$ cat src/rtl/instruction_fetch_controller_pkg.sv
// Shared types for the instruction fetch controller.
//   fetch_state_t : controller mode (normal fetch, loader owns port, post-load cleanup)
//   fetch_entry_t : one buffered fetch result {byte pc, instruction word}
//   QUEUE_DEPTH   : fetch buffer depth toward decode
package instruction_fetch_controller_pkg;

  typedef enum logic [1:0] {RUN = 2'd0, LOAD = 2'd1, FLUSH = 2'd2} fetch_state_t;

  typedef struct packed {
    logic [31:0] pc;
    logic [31:0] instr;
  } fetch_entry_t;

  localparam int QUEUE_DEPTH = 2;

  // Fetch addresses are word aligned; the low two bits of any target are dropped.
  function automatic logic [31:0] align_pc(input logic [31:0] a);
    return {a[31:2], 2'b00};
  endfunction

endpackage

$ cat src/rtl/instruction_fetch_controller_if.sv
// Bus bundle around the fetch controller.
//   memory port : mem_en, mem_we, mem_addr, mem_wdata (to memory), mem_rdata (from memory)
//   decode side : if_valid, if_instr, if_pc (to decode), if_ready (from decode)
//   redirect    : redirect_valid, redirect_pc (from execute)
//   loader      : ld_req, ld_we, ld_addr, ld_wdata (from loader), ld_gnt (to loader)
// master = the controller, slave = everything around it.
interface instruction_fetch_controller_if #(parameter int AW = 6);
  logic          mem_en;
  logic          mem_we;
  logic [AW-1:0] mem_addr;
  logic [31:0]   mem_wdata;
  logic [31:0]   mem_rdata;
  logic          if_valid;
  logic          if_ready;
  logic [31:0]   if_instr;
  logic [31:0]   if_pc;
  logic          redirect_valid;
  logic [31:0]   redirect_pc;
  logic          ld_req;
  logic          ld_we;
  logic [AW-1:0] ld_addr;
  logic [31:0]   ld_wdata;
  logic          ld_gnt;

  modport master (
    output mem_en, mem_we, mem_addr, mem_wdata, if_valid, if_instr, if_pc, ld_gnt,
    input  mem_rdata, if_ready, redirect_valid, redirect_pc, ld_req, ld_we, ld_addr, ld_wdata
  );

  modport slave (
    input  mem_en, mem_we, mem_addr, mem_wdata, if_valid, if_instr, if_pc, ld_gnt,
    output mem_rdata, if_ready, redirect_valid, redirect_pc, ld_req, ld_we, ld_addr, ld_wdata
  );
endinterface

$ cat src/rtl/instruction_fetch_controller_fetch_queue.sv
// Two-entry FIFO of fetch results. Head is taken straight from storage so the
// decode-facing outputs are registered.
//   clk, reset      : clock, synchronous active-high reset
//   push, din       : enqueue din
//   pop             : dequeue head (ignored when empty)
//   flush           : drop all entries (wins over push/pop)
//   head_valid/head : oldest entry
//   occ             : current occupancy 0..2
module instruction_fetch_controller_fetch_queue
  import instruction_fetch_controller_pkg::*;
(
  input  logic         clk,
  input  logic         reset,
  input  logic         push,
  input  logic         pop,
  input  logic         flush,
  input  fetch_entry_t din,
  output logic         head_valid,
  output fetch_entry_t head,
  output logic [1:0]   occ
);
  fetch_entry_t ent [QUEUE_DEPTH];
  logic [1:0]   cnt;
  logic         pop_ok;
  logic         push_ok;

  assign pop_ok  = pop && (cnt != 2'd0);
  // A full queue only accepts when the head leaves in the same cycle.
  assign push_ok = push && ((cnt != 2'd2) || pop_ok);

  always_ff @(posedge clk) begin
    if (reset || flush) cnt <= 2'd0;
    else                cnt <= cnt + {1'b0, push_ok} - {1'b0, pop_ok};
    if (pop_ok) ent[0] <= ent[1];
    // Landing slot is the post-pop occupancy; a later NBA to ent[0] overrides the shift.
    if (push_ok) begin
      if (cnt == {1'b0, pop_ok}) ent[0] <= din;
      else                       ent[1] <= din;
    end
  end

  assign head_valid = (cnt != 2'd0);
  assign head       = ent[0];
  assign occ        = cnt;
endmodule

$ cat src/rtl/instruction_fetch_controller.sv
// Fetch sequencer for a 1-cycle-latency single-port instruction memory.
// Owns the fetch PC, issues at most one read per cycle while buffer credit
// allows, buffers responses in a 2-entry queue toward decode, handles
// redirects with an epoch tag, and hands the port to the boot loader.
//   clk, reset : clock, synchronous active-high reset
//   bus        : master side of instruction_fetch_controller_if
module instruction_fetch_controller
  import instruction_fetch_controller_pkg::*;
#(
  parameter int          NUM_INSTR = 64,
  parameter logic [31:0] RESET_PC  = 32'h0
) (
  input logic clk,
  input logic reset,
  instruction_fetch_controller_if.master bus
);
  localparam int AW = $clog2(NUM_INSTR);

  fetch_state_t state_q, state_d;
  logic [31:0]  pc_q;
  logic         epoch_q;
  logic         infl_q;
  logic [31:0]  infl_pc_q;
  logic         infl_epoch_q;

  logic         run, pop, push, qflush, issue, redir;
  logic         q_valid;
  fetch_entry_t q_head;
  logic [1:0]   q_occ;

  always_comb begin
    state_d = state_q;
    unique case (state_q)
      RUN:     if (bus.ld_req) state_d = LOAD;
      LOAD:    if (!bus.ld_req) state_d = FLUSH;
      FLUSH:   state_d = RUN;
      default: state_d = RUN;
    endcase
  end

  assign run   = (state_q == RUN);
  assign pop   = run && q_valid && bus.if_ready;
  // Loader takeover outranks redirect, which outranks issue.
  assign redir = run && !bus.ld_req && bus.redirect_valid;
  // Credit: queue slots not already claimed by buffered or in-flight words,
  // plus the slot freed by this cycle's transfer.
  assign issue = run && !bus.ld_req && !bus.redirect_valid &&
                 (({1'b0, q_occ} + {2'b0, infl_q}) < (3'd2 + {2'b0, pop}));
  assign push   = run && infl_q && (infl_epoch_q == epoch_q);
  assign qflush = !run || redir;

  always_ff @(posedge clk) begin
    if (reset) begin
      state_q      <= RUN;
      pc_q         <= RESET_PC;
      epoch_q      <= 1'b0;
      infl_q       <= 1'b0;
      infl_pc_q    <= 32'h0;
      infl_epoch_q <= 1'b0;
    end else begin
      state_q <= state_d;
      infl_q  <= issue;
      if (issue) begin
        infl_pc_q    <= pc_q;
        infl_epoch_q <= epoch_q;
        pc_q         <= pc_q + 32'd4;
      end
      if (redir) begin
        epoch_q <= ~epoch_q;
        pc_q    <= align_pc(bus.redirect_pc);
      end
      if (state_q == FLUSH) pc_q <= RESET_PC;
    end
  end

  instruction_fetch_controller_fetch_queue u_queue (
    .clk        (clk),
    .reset      (reset),
    .push       (push),
    .pop        (pop),
    .flush      (qflush),
    .din        ('{pc: infl_pc_q, instr: bus.mem_rdata}),
    .head_valid (q_valid),
    .head       (q_head),
    .occ        (q_occ)
  );

  // Port mux; everything held at 0 while reset is asserted.
  always_comb begin
    bus.mem_en    = 1'b0;
    bus.mem_we    = 1'b0;
    bus.mem_addr  = '0;
    bus.mem_wdata = 32'h0;
    if (!reset) begin
      if (state_q == LOAD) begin
        bus.mem_en    = bus.ld_we;
        bus.mem_we    = bus.ld_we;
        bus.mem_addr  = bus.ld_addr;
        bus.mem_wdata = bus.ld_wdata;
      end else if (issue) begin
        bus.mem_en   = 1'b1;
        bus.mem_addr = pc_q[AW+1:2];
      end
    end
  end

  assign bus.if_valid = !reset && run && q_valid;
  assign bus.if_pc    = bus.if_valid ? q_head.pc : 32'h0;
  assign bus.if_instr = bus.if_valid ? q_head.instr : 32'h0;
  assign bus.ld_gnt   = !reset && (state_q == LOAD);
endmodule

$ cat src/flat_wrapper.sv
// flat-port wrapper written by rule: the top's interface ports become plain ports
module instruction_fetch_controller_flat import instruction_fetch_controller_pkg::*;
#(
  parameter int          NUM_INSTR = 64,
  parameter logic [31:0] RESET_PC  = 32'h0
)
  (clk, reset, bus_mem_en, bus_mem_we, bus_mem_addr, bus_mem_wdata, bus_if_valid, bus_if_instr, bus_if_pc, bus_ld_gnt, bus_mem_rdata, bus_if_ready, bus_redirect_valid, bus_redirect_pc, bus_ld_req, bus_ld_we, bus_ld_addr, bus_ld_wdata);
  instruction_fetch_controller_if #(.AW((6))) bus_i ();
  input logic clk;
  input logic reset;
  output wire logic [$bits(bus_i.mem_en)-1:0] bus_mem_en;
  output wire logic [$bits(bus_i.mem_we)-1:0] bus_mem_we;
  output wire logic [$bits(bus_i.mem_addr)-1:0] bus_mem_addr;
  output wire logic [$bits(bus_i.mem_wdata)-1:0] bus_mem_wdata;
  output wire logic [$bits(bus_i.if_valid)-1:0] bus_if_valid;
  output wire logic [$bits(bus_i.if_instr)-1:0] bus_if_instr;
  output wire logic [$bits(bus_i.if_pc)-1:0] bus_if_pc;
  output wire logic [$bits(bus_i.ld_gnt)-1:0] bus_ld_gnt;
  input wire logic [$bits(bus_i.mem_rdata)-1:0] bus_mem_rdata;
  input wire logic [$bits(bus_i.if_ready)-1:0] bus_if_ready;
  input wire logic [$bits(bus_i.redirect_valid)-1:0] bus_redirect_valid;
  input wire logic [$bits(bus_i.redirect_pc)-1:0] bus_redirect_pc;
  input wire logic [$bits(bus_i.ld_req)-1:0] bus_ld_req;
  input wire logic [$bits(bus_i.ld_we)-1:0] bus_ld_we;
  input wire logic [$bits(bus_i.ld_addr)-1:0] bus_ld_addr;
  input wire logic [$bits(bus_i.ld_wdata)-1:0] bus_ld_wdata;
  assign bus_mem_en = bus_i.mem_en;
  assign bus_mem_we = bus_i.mem_we;
  assign bus_mem_addr = bus_i.mem_addr;
  assign bus_mem_wdata = bus_i.mem_wdata;
  assign bus_if_valid = bus_i.if_valid;
  assign bus_if_instr = bus_i.if_instr;
  assign bus_if_pc = bus_i.if_pc;
  assign bus_ld_gnt = bus_i.ld_gnt;
  assign bus_i.mem_rdata = bus_mem_rdata;
  assign bus_i.if_ready = bus_if_ready;
  assign bus_i.redirect_valid = bus_redirect_valid;
  assign bus_i.redirect_pc = bus_redirect_pc;
  assign bus_i.ld_req = bus_ld_req;
  assign bus_i.ld_we = bus_ld_we;
  assign bus_i.ld_addr = bus_ld_addr;
  assign bus_i.ld_wdata = bus_ld_wdata;
  instruction_fetch_controller #(.NUM_INSTR(NUM_INSTR), .RESET_PC(RESET_PC)) u_core (.clk(clk), .reset(reset), .bus(bus_i));
endmodule
$ cat config.mk
export PLATFORM = sky130hd
export DESIGN_NAME = instruction_fetch_controller_flat
export DESIGN_NICKNAME = d
export VERILOG_FILES = /design/src/rtl/instruction_fetch_controller_pkg.sv /design/src/rtl/instruction_fetch_controller_if.sv /design/src/rtl/instruction_fetch_controller_fetch_queue.sv /design/src/rtl/instruction_fetch_controller.sv /design/src/flat_wrapper.sv
export SDC_FILE = /design/constraint.sdc
export NUM_CORES = 1
export LEC_CHECK = 0
export ABC_AREA = 1
export CAP_MARGIN = 10
export CORE_MARGIN = 3
export CORE_UTILIZATION = 51
export DETAILED_ROUTE_END_ITERATION = 8
export GPL_TIMING_DRIVEN = 0
export PLACE_DENSITY = 0.89
export SYNTH_ARGS = -nofsm -noshare
export SYNTH_HDL_FRONTEND = slang
export SYNTH_HIERARCHICAL = 1
export SYNTH_SLANG_ARGS = --single-unit
$ cat constraint.sdc
create_clock -name clk -period 4.9 [get_ports clk]
set_input_delay 0.735 -clock clk [delete_from_list [all_inputs] [get_ports clk]]
set_output_delay 0.735 -clock clk [all_outputs]
set_load 0.01 [all_outputs]
== Word-level counts from Yosys, hierarchy flattened ==
Memories as Yosys holds them, arrays and structs flattened.
Cells that the tools add are included.

* Input port bits: 108
* Memories kept: 1
* Latch bits: 0
* Output and inout bits: 106
* Bits in registers: 71
* Memory bits (writable): 128
* Word-level logic and storage cells: 76
* Bits in read-only memories: 0

{| class="wikitable"
|+ Memories
! memory !! depth !! bits a word !! rd ports !! clocked after Yosys merged registers in !! write ports !! line !! text
|-
| u_core.u_queue.ent || 2 || 64 || 2 || 0 || 2 || instruction_fetch_controller_fetch_queue.sv:22 || <nowiki>fetch_entry_t ent [QUEUE_DEPTH];</nowiki>
|}

* Bitwise logic cells: 2
* Add/subtract/negate cells: 5
* Magnitude comparators: 1
* Equal/unequal tests: 7
* Multipliers: 0
* Multiplexer cells: 26
* Div/mod/pow operators: 0
* Reductions and logical operators: 26
* Shift-type cells: 0

{| class="wikitable"
|+ Operators with widths
! cell !! count
|-
| 32-bit 2-to-1 mux || 6
|-
| 64-bit 2-to-1 mux || 1
|-
| 32-bit by 3-bit adder with 32-bit output, second input constant || 1
|-
| 6-bit 2-to-1 mux || 3
|-
| 1-bit logical AND || 13
|-
| 1-bit 2-to-1 mux || 13
|-
| 2-bit inequality test, second input constant || 3
|-
| 1-bit zero test || 4
|-
| 2-bit 2-to-1 mux || 2
|-
| 2-bit case mux with 2 select lines || 1
|-
| 2-bit nonzero test || 2
|-
| 2-bit by 1-bit adder with 3-bit output || 1
|-
| 2-bit by 1-bit adder with 3-bit output, first input constant || 1
|-
| 1-bit logical OR || 3
|-
| 3-bit less-than comparator || 1
|-
| 3-bit OR reduction || 1
|-
| 2-bit by 1-bit adder with 2-bit output || 1
|-
| 2-bit by 1-bit == test with 1-bit output || 1
|-
| 2-bit by 1-bit == test with 1-bit output, second input constant || 1
|-
| 2-bit == test, second input constant || 1
|-
| 2-bit zero test || 1
|-
| 2-bit AND reduction || 1
|-
| 2-bit OR reduction || 1
|-
| 2-bit by 1-bit subtractor with 2-bit output || 1
|-
| 3 further kinds || 3
|}

== Logic depth before layout (Yosys ltp) ==
* Word-level depth: 9
* Mapped depth: 13
* Mapped depth without buffers: 13

== Modules after synthesis ==
The synthesis kept the hierarchy.

{| class="wikitable"
|+ Modules (own cells, without submodules)
! module !! area each (µm²) !! cells each !! seq. area each (µm²) !! instances
|-
| instruction_fetch_controller_fetch_queue || 5439.0 || 432 || 3883.7 || 1
|-
| instruction_fetch_controller || 4232.8 || 732 || 1301.2 || 1
|}

== Worst setup path before layout ==
No wires, ideal clock.

* Path type: input-to-reg
* Start point: input bus_if_ready
* End point: memory u_core/u_queue/ent[0][100] in the netlist's numbering (enable)
* Library setup time: 0.486 ns
* Required time: 4.414 ns
* Path slack: 0.481 ns
* Cell stages on the path: 5
* Arrival time: 3.933 ns
* Buffers on the path: 1
* Cells stage by stage: and3_1 -> nand2_1 -> nand2_2 -> buf_2 -> nor2_1

{| class="wikitable"
|+ RTL lines
! item !! line !! text
|-
| from (decl) || flat_wrapper.sv:20 || <nowiki>input wire logic [$bits(bus_i.if_ready)-1:0] bus_if_ready;</nowiki>
|-
| to (decl) || instruction_fetch_controller_fetch_queue.sv:22 ||
|}

== Worst setup path after layout ==
* Start point: input reset
* End point: output bus_if_instr[1]

* Cells in the longest elaborated chain, start to end: 4

{| class="wikitable"
|+ Ends and longest elaborated chain
! item !! line !! text
|-
| from (decl) || flat_wrapper.sv:10 || <nowiki>input logic reset;</nowiki>
|-
| 1-bit zero test || -- ||
|-
| 1-bit logical AND (2 in series) || instruction_fetch_controller.sv:107 || <nowiki>assign bus.if_valid = !reset && run && q_valid;</nowiki>
|-
| 32-bit 2-to-1 mux || instruction_fetch_controller.sv:109 || <nowiki>assign bus.if_instr = bus.if_valid ? q_head.instr : 32'h0;</nowiki>
|-
| to (decl) || flat_wrapper.sv:16 || <nowiki>output wire logic [$bits(bus_i.if_instr)-1:0] bus_if_instr;</nowiki>
|}

Every way passes these cells.

==> flow_metrics.tcl <==
set metrics [dict create \
    outcome "completed" \
    netlist_area_um2 9670 \
    initial_utilization 0.529 \
    final_nets 1511 \
    crit_type "input pin to output pin" \
    syn_to_final_growth_pct 31.4 \
    highest_layer "met4" \
    fin_crit_ns 4.02 \
    p_per_area_nw_per_um2 279 \
    hold_class "flip-flop to flip-flop" \
    ctsHoldBuffers 0 \
    endpoint_kind "output pin" \
    min_period_over_period 0.821 \
    route.met2.wl_mm 12.4 \
    hpwl_mm 18.3 \
    grt_pass1_wl_mm 38.4 \
    cts_tree "done" \
    hold_start "u_core/infl_pc_q[7]" \
    wl_met1_mm 9.67 \
    grt_max_degree 65 \
    cts_root_buf "clkbuf_16" \
    drive_above_1_share 0.102 \
    yosysSeqAreaShare 0.536 \
    fillers 1390 \
    reg2reg_from "u_core/state_q[1]" \
    yosys_warnings 6 \
    clkSinkCount 195 \
    clkSlewWorstSetupHoldPaths_ns 0.07 \
    setup_tns_ns 0 \
    dr.pass1.iters 5 \
    pin_count 214 \
    max_slew_margin 0.384 \
    yosys.cell_count.top_type "nand2_1" \
    numCtsBuffers 17 \
    die_area_um2 20700 \
    hold_path_end "u_core/u_queue/ent[0][103]" \
    synth_common_cells "nand2_1, inv_1, nor2_1" \
    dp_cells 1608 \
    ys.flop_type "edfxtp_1" \
    grt_antenna_before_repair 0 \
    diodes 0 \
    track_usage 0.235 \
    h-tree-depth 4 \
    gp_congestion 0.974 \
    netlist-cell-type-count 36 \
    detail-route-antenna-nets 0 \
    path_max_fanout 10 \
    cts_setup_buffers 0 \
    coreArea_um2 18300 \
    synth_edf_count 128 \
    met3_length_mm 1.68 \
    worst_pin_slew_ns 0.921 \
    route.detailed.drc 0 \
    leakagePower_nw 5.40 \
    fp.dieW_um 144 \
    power.total_mw 3.55 \
    fmax_mhz 249 \
    clock_skew_ns 0.00996 \
    clk_path_buf_depth 2 \
    synthCells 1164 \
    std_cell_rows 49 \
    via_count 8246 \
    ys_ff_latch 195 \
    whs_ns 0.468 \
    cp.arrival_ns 3.29 \
    r2r_cells 7 \
    ir_worst_vdd_mv 0.255 \
    syn_area_per_cell_um2 8.31 \
    fin_cells 1640 \
    reg2reg_slack_ns 2.05 \
    slew_violations 0 \
    r2r-end "u_core/u_queue/ent[0][79]" \
    hold_depth 0 \
    dieHeight_um 144 \
    maxCapViolCount 0 \
    wl_mm 24.1 \
    drt-initial-drc-count 581 \
    rsz0062_at_grt "no" \
    synth.top_cell.area_share 0.397 \
    clock_latency_ns 0.43 \
    overflow 0 \
    required_ns 4.16 \
    hold_viol 0 \
    async_reset_ff_frac 0 \
    wl_per_cell_um 14.7 \
    grt_pass1_vias 7805 \
    finalSetupViolCount 0 \
    viasPerCell 5.03 \
    synth_top_area_cell "edfxtp_1" \
    numPortBuffers 211 \
    startpoint_type "input pin" \
    ys_top_cells_by_area "edfxtp_1, dfxtp_1, nand2_1, inv_1, nor2_1" \
    cts_resized 0 \
]
==> metrics by stage <==
step,setup WS [ns],util,instance area (um2)
floorplan,0.481,-,9680
global placement,-1.29,0.661,12100
detailed placement,0.876,0.663,12100
CTS,0.845,0.695,12700
global route,0.719,0.695,12700
finish,0.877,0.695,12700
==> cell type report <==
| type | count | area, um2 | share of cell area |
|---|---|---|---|
| clock inverters | 6 | 66.3 | 0.00522 |
| flip-flops and latches | 195 | 5180 | 0.408 |
| multi-input cells | 694 | 3120 | 0.246 |
| clock buffers | 26 | 522 | 0.0411 |
| inverters | 162 | 608 | 0.0479 |
| plain buffers | 116 | 785 | 0.0617 |
| repair buffers | 212 | 2130 | 0.168 |
| well taps | 229 | 287 | 0.0226 |
==> layer usage <==
metal,vias to the layer above,track usage
met5,-,0
met4,0,0.0753
met3,29,0.0353
met2,344,0.414
met1,3755,0.299
li1,4118,-
==> cells in the final DEF, fill, tap and decap left out, drive strengths merged, types with 2 or more instances in the layout <==
cell / netlist / layout
nor2: 159 / 159
conb: 1 / 4
clkbuf: 19 / 45
o21ai: 69 / 69
nor3: 6 / 6
clkdlybuf4s50: 0 / 211
nand2: 269 / 269
inv: 162 / 164
dfxtp: 67 / 67
a21oi: 58 / 58
clkinvlp: 0 / 2
nand3: 107 / 107
edfxtp: 128 / 128
xor2: 6 / 6
a211oi: 2 / 2
nand4: 2 / 2
ha: 5 / 5
buf: 97 / 98
==> worst max-delay path by stage <==
stage	from	end	slack [ns]	cells after the start
after floorplan	bus_if_ready	u_core/u_queue/ent[0][100]	0.48	5
after global placement	bus_if_ready	u_core/u_queue/ent[0][74]	-1.29	6
after detailed placement	reset	bus_if_instr[0]	0.88	7
after CTS	reset	bus_if_instr[1]	0.85	7
after global routing	reset	bus_if_instr[1]	0.72	7
final	reset	bus_if_instr[1]	0.88	7
==> where the power goes <==
group / leakage (nW) / internal [mW] / switching (mW)
sequential: 1.73 / 1.79 / 0.0396
clock: 0.282 / 0.791 / 0.571
combinational: 3.38 / 0.173 / 0.181
total: 5.40 / 2.76 / 0.792
==> kinds of logic (layout without fill, tap and decap cells) <==
kind of cell / after synthesis / after routing / share of synthesized area
compound gates: 132 / 132 / 0.0710
xor+xnor: 7 / 7 / 0.00634
fa+ha+maj: 5 / 5 / 0.00647
buf+inv: 278 / 522 / 0.144
flops: 195 / 195 / 0.536
mux: 1 / 1 / 0.00103
other cells: 1 / 4 / 0.000388
simple gates: 545 / 545 / 0.235
==> registers in the layout, summed over array words and instances (netlist names) <==
signal and cells:
u_core/infl_pc_q 30, u_core/infl_q 1, u_core/state_q 2, u_core/pc_q 30, u_core/infl_epoch_q 1, u_core/u_queue/occ 2
u_core/epoch_q 1, u_core/u_queue/ent 128
==> critical path: stages <==
cell,delay (ns)
clkdlybuf4s50_1,0.59
inv_1,0.18
nand3_1,0.16
clkbuf_1,0.47
clkbuf_1,0.51
nor2_1,0.12
clkdlybuf4s50_1,0.51
No activity file was read; power rests on OpenSTA's default activity.
